**config.mk**
```make
export PLATFORM = sky130hd
export DESIGN_NAME = alu_share_ctrl
export DESIGN_NICKNAME = d
export VERILOG_FILES = /design/src/rtl/alu_share_ctrl.sv
export SDC_FILE = /design/constraint.sdc
export NUM_CORES = 1
export LEC_CHECK = 0
export ABC_AREA = 0
export CORE_UTILIZATION = 42
export DETAILED_ROUTE_END_ITERATION = 7
export PLACE_DENSITY = 0.79
export SLEW_MARGIN = 40
export SYNTH_ARGS = -nofsm -noshare
export SYNTH_HDL_FRONTEND = slang
export SYNTH_SLANG_ARGS = --single-unit
```
**constraint.sdc**
```tcl
create_clock -name clk -period 1.7 [get_ports clk]
set_input_delay 0.34 -clock clk [delete_from_list [all_inputs] [get_ports clk]]
set_output_delay 0.34 -clock clk [all_outputs]
set_load 0.02 [all_outputs]
```
**src/rtl/alu_share_ctrl.sv**
```systemverilog
// Round-robin share of one external single-cycle ALU between two requesters; result registered.
// Latency: accept edge T, rsp_valid from edge T+1; RESP holds until rsp_ready, no new accepts meanwhile.
module alu_share_ctrl #(
  parameter int WIDTH = 32
) (
  input  logic             clk,
  input  logic             rst_n,
  input  logic             r0_valid,
  input  logic [WIDTH-1:0] r0_a,
  input  logic [WIDTH-1:0] r0_b,
  input  logic [2:0]       r0_op,
  output logic             r0_ready,
  input  logic             r1_valid,
  input  logic [WIDTH-1:0] r1_a,
  input  logic [WIDTH-1:0] r1_b,
  input  logic [2:0]       r1_op,
  output logic             r1_ready,
  output logic [WIDTH-1:0] alu_a,
  output logic [WIDTH-1:0] alu_b,
  output logic [2:0]       alu_op,
  input  logic [WIDTH-1:0] alu_res,
  input  logic             alu_zero,
  output logic             rsp_valid,
  output logic             rsp_id,
  output logic [WIDTH-1:0] rsp_res,
  output logic             rsp_zero,
  output logic             rsp_err,
  input  logic             rsp_ready,
  output logic             busy
);

  typedef enum logic [1:0] {IDLE, EXEC, RESP} state_t;

  typedef struct packed {
    logic [WIDTH-1:0] a;
    logic [WIDTH-1:0] b;
    logic [2:0]       op;
  } req_t;

  state_t state;
  req_t   req_q;
  logic   ptr;
  logic   gnt0;
  logic   gnt1;

  // ptr names the requester that wins a tie
  always_comb begin
    gnt0 = (state == IDLE) && r0_valid && (!r1_valid || !ptr);
    gnt1 = (state == IDLE) && r1_valid && (!r0_valid || ptr);
  end

  assign r0_ready  = gnt0;
  assign r1_ready  = gnt1;
  assign busy      = (state != IDLE);
  assign rsp_valid = (state == RESP);

  // Outside EXEC the ALU sees a no-op so its result idles at zero
  assign alu_a  = (state == EXEC) ? req_q.a : '0;
  assign alu_b  = (state == EXEC) ? req_q.b : '0;
  assign alu_op = (state == EXEC && !rsp_err) ? req_q.op : 3'd7;

  always_ff @(posedge clk or negedge rst_n) begin
    if (!rst_n) begin
      state    <= IDLE;
      req_q    <= '0;
      ptr      <= 1'b0;
      rsp_id   <= 1'b0;
      rsp_res  <= '0;
      rsp_zero <= 1'b0;
      rsp_err  <= 1'b0;
    end else begin
      case (state)
        IDLE: begin
          if (gnt0 || gnt1) begin
            req_q.a  <= gnt1 ? r1_a : r0_a;
            req_q.b  <= gnt1 ? r1_b : r0_b;
            req_q.op <= gnt1 ? r1_op : r0_op;
            rsp_id   <= gnt1;
            rsp_err  <= gnt1 ? (r1_op inside {3'd4, 3'd5, 3'd6})
                             : (r0_op inside {3'd4, 3'd5, 3'd6});
            state    <= EXEC;
          end
        end
        EXEC: begin
          // Illegal opcodes report a clean zero regardless of the ALU
          rsp_res  <= rsp_err ? '0 : alu_res;
          rsp_zero <= rsp_err | alu_zero;
          state    <= RESP;
        end
        RESP: begin
          if (rsp_ready) begin
            ptr   <= ~rsp_id;
            state <= IDLE;
          end
        end
        default: state <= IDLE;
      endcase
    end
  end

endmodule

```
==> reports/qor.yml <==
pwr:
  power_mw: 20.98
  comb_power_share_pct: 67.2
  vdd.ir_drop.worst_v: 0.0008150
  leakagePower_nw: 4.789
  power.switching_mw: 8.897
  p_int_mw: 12.09
  p_clk_share_pct: 10.8
  power_density_nw_per_um2: 1890
  switching_share_pct: 42.40
  seq_power_share_pct: 22.0
clock_tree:
  cts_root_buffer: "sky130_fd_sc_hd__clkbuf_16"
  insertion_delay_ns: 0.36
  clk_pin_slew_worst_paths_ns: 0.08
  count_of_h_tree_levels_built_during_cts: 3
  cts_tree: "yes"
  cts_max_path_buffers: 2
  numCtsBuffers: 9
  cts.sink_count: 105
timing:
  finalCriticalPeriod_ns: 1.978
  timing_worst_slew_pin_value_ns: 0.5536
  final_worst_setup_slack_ns: -0.2779
  finalHoldViolations: 0
  final-max-slew-violation-count: 0
  finClkSkew_ns: 0.01063
  setup-violations-final: 76
  max_freq_mhz: 505.6
  slew-limit-headroom_pct: 63.09
  fin_crit_sh_pct: 116.3
  grt_setup_unrepaired: "yes"
synthesis:
  ys_warn_count: 0
  syn_avg_cell_area_um2: 9.695
  synth_area_um2: 6127
  synthesis.instances: 632
  yosys_register_bits: 105
  synthesis.nets: 804
  netlist-cell-type-count: 25
  yosysSeqAreaShare_pct: 42.88
detailed_routing:
  first_pass_iters: 5
  drt-initial-drc-count: 384
  routed-via-count: 6502
  avgRoutedWirePerCell_um: 22.45
  ant_nets: 0
  wirelength_um: 24830
  routed_via_density: 5.879
  drc: 0
global_routing:
  grt_max_degree: 69
  grt_usage_pct: 27.97
  wire_length_of_the_first_global_routing_pass_um: 31970
  number_of_global_route_vias_before_repair: 6266
  initial_antenna_violation_count: 0
  globalRouteOverflowTotal: 0
final_layout:
  synthToLayoutAreaGrowth_pct: 81.17
  antenna_cells: 0
  post_route_cells_drive_above_1_share_pct: 37.15
  fin_nets: 1093
  fillerInstances: 811
placement:
  dp.final_hpwl_um: 13050
  place.gp.congestion: 0.7791
  pre_cts_slack_ns: -0.4897
  portBuffers: 277
worst_setup_path:
  largest_stage_delay_worst_path_ns: 0.45
  timing.setup.critical_path_class: "reg -> out"
  cp_cell_sequence: "nor2b_4, buf_12, buf_4, buf_16, and2_1, buf_4"
  cp-start-kind: "register"
  arrival_ns: 1.64
  timing.critical_path.required_ns: 1.36
  cp_max_delay_cell: "sky130_fd_sc_hd__dfrtp_2"
  worst-path-max-fanout: 10
  timing.critical_path.to_type: "output pin"
  cpMostUsedCell: "sky130_fd_sc_hd__buf_4"
floorplanning:
  placementRows: 43
  die_x_um: 122.8
  die-area_um2: 15070
  core_area_um2: 14040
  die_y_um: 122.8
  ioPinCount: 278
  initial_core_util_pct: 43.63
status:
  status: "finished, violations left"
  failed_checks: "setup timing"
hold_path:
  class_of_the_tightest_hold_or_removal_check: "in -> async"
job:
  max_cap_viol_count: 0
cells in the final DEF (no fill, tap or decap), drive strengths merged, types with 3 or more instances in the layout:
cell type | netlist | routed
inv | 70 | 71
clkdlybuf4s50 | 0 | 198
nand2b | 3 | 3
and2 | 64 | 64
o21ai | 73 | 73
clkbuf | 41 | 19
nand4 | 68 | 68
buf | 29 | 133
dlymetal6s2s | 0 | 3
o311ai | 68 | 68
nand3b | 33 | 33
or3 | 3 | 3
nand2 | 68 | 68
dfrtp | 105 | 105
routing by layer:
layer	up-vias	routed length (um)	global-route usage [%]
met5	-	0	0
met4	0	822	15.09
met3	70	1779	5.112
met2	365	12550	48.03
met1	3221	9687	33.03
li1	2846	-	-
area by class of cell:
cell class              instances  area, um2  area share [%]
clock inverters                 7      93.84          0.8454
clock buffers                   9      225.2           2.029
inverters                      70      270.3           2.435
flip-flops and latches        105       2630           23.69
well taps                     180      225.2           2.029
repair buffers                348       3940           35.49
multi-input cells             387       3716           33.48
critical path, delay by kind of cell (launching register included):
family                 cells  cell delay [ns]
AND/OR/NAND/NOR            2             0.31
flip-flops                 1             0.45
buffers and inverters      4             0.53
power groups by stage:
stage,Combinational (mW),Clock (mW),Sequential [mW]
6_report,14.1,2.26,4.62
5_1_grt,14.8,2.38,4.72
4_1_cts,11.4,2.28,4.38
3_5_place_dp,9.22,0,4.38
3_3_place_gp,8.99,0,4.30
2_1_floorplan,5.33,0,4.65
path summary, 6_finish.rpt:
check	from	to	slack (ns)	cells after the start
min in group clk	rsp_res[29]	rsp_res[29]	0.46	2
max in group asynchronous	rst_n	state[1]	0.69	3
setup / recovery	state[1]	alu_b[13]	-0.28	6
hold reg to reg	rsp_res[29]	rsp_res[29]	0.46	2
hold / removal	rst_n	req_q[66]	0.41	2
setup reg to reg	state[1]	req_q[16]	-0.03	8
timing repair:
item / in CTS / in global routing
hold endpoints to repair: 12 / 0
pin swaps: 2 / 10
gates cloned: 9 / 13
hold buffers: 1 / 0
endpoints found under the setup margin: 142 / 142
resized for setup: 553 / 121
buffers inserted: 11 / 13
Yosys cell counts:
cell type / n / area, um2
sky130_fd_sc_hd__o21ai_0: 62 / 310.3
sky130_fd_sc_hd__nand3b_1: 33 / 247.7
sky130_fd_sc_hd__buf_6: 8 / 90.09
sky130_fd_sc_hd__inv_2: 1 / 3.750
sky130_fd_sc_hd__o21ai_1: 10 / 50.05
sky130_fd_sc_hd__nor2b_1: 1 / 6.260
sky130_fd_sc_hd__dfrtp_1: 105 / 2628
sky130_fd_sc_hd__and2_1: 64 / 400.4
sky130_fd_sc_hd__or3_1: 3 / 18.77
sky130_fd_sc_hd__and3_1: 1 / 6.260
sky130_fd_sc_hd__nor2_4: 1 / 11.26
sky130_fd_sc_hd__buf_2: 17 / 85.08
sky130_fd_sc_hd__nand4_1: 68 / 425.4
sky130_fd_sc_hd__inv_1: 69 / 259.0
sky130_fd_sc_hd__buf_4: 1 / 7.510
sky130_fd_sc_hd__nand2_1: 68 / 255.2
sky130_fd_sc_hd__o311ai_2: 68 / 1106
sky130_fd_sc_hd__a21o_1: 1 / 7.510
sky130_fd_sc_hd__nand2b_1: 3 / 18.77
sky130_fd_sc_hd__buf_1: 3 / 11.26
sky130_fd_sc_hd__clkbuf_1: 41 / 153.9
sky130_fd_sc_hd__a21oi_1: 1 / 5.000
sky130_fd_sc_hd__o21ai_2: 1 / 8.760
sky130_fd_sc_hd__a21boi_0: 1 / 7.510
sky130_fd_sc_hd__nor2_1: 1 / 3.750
stage by stage:
| stage | hold slack [ns] | TNS, ns | cell area, um2 | util (%) | cells |
|---|---|---|---|---|---|
| floorplan | 0.04441 | 0 | 6127 | - | 632 |
| global placement | 0.2194 | -59.33 | 9100 | 64.80 | 1046 |
| detailed placement | 0.2195 | -45.53 | 9104 | 64.83 | 1046 |
| CTS | 0.4046 | -16.20 | 10090 | 71.86 | 1083 |
| global route | 0.4317 | -21.86 | 11100 | 79.05 | 1106 |
| finish | 0.4099 | -16.11 | 11100 | 79.05 | 1106 |
logic make-up after synthesis:
family                 count (synthesis)  share of synthesized area [%]
DFF                                  105                          42.88
AOI/OAI and AO/OA                    144                          24.40
buffers and inverters                140                          9.965
and+or+nand+nor                      243                          22.75
state kept, by name, summed over array words and instances (netlist names):
signal / cells
ptr: 1
req_q: 67
rsp_err: 1
rsp_id: 1
rsp_res: 32
rsp_zero: 1
state: 2
(Power assumes the default switching activity.)
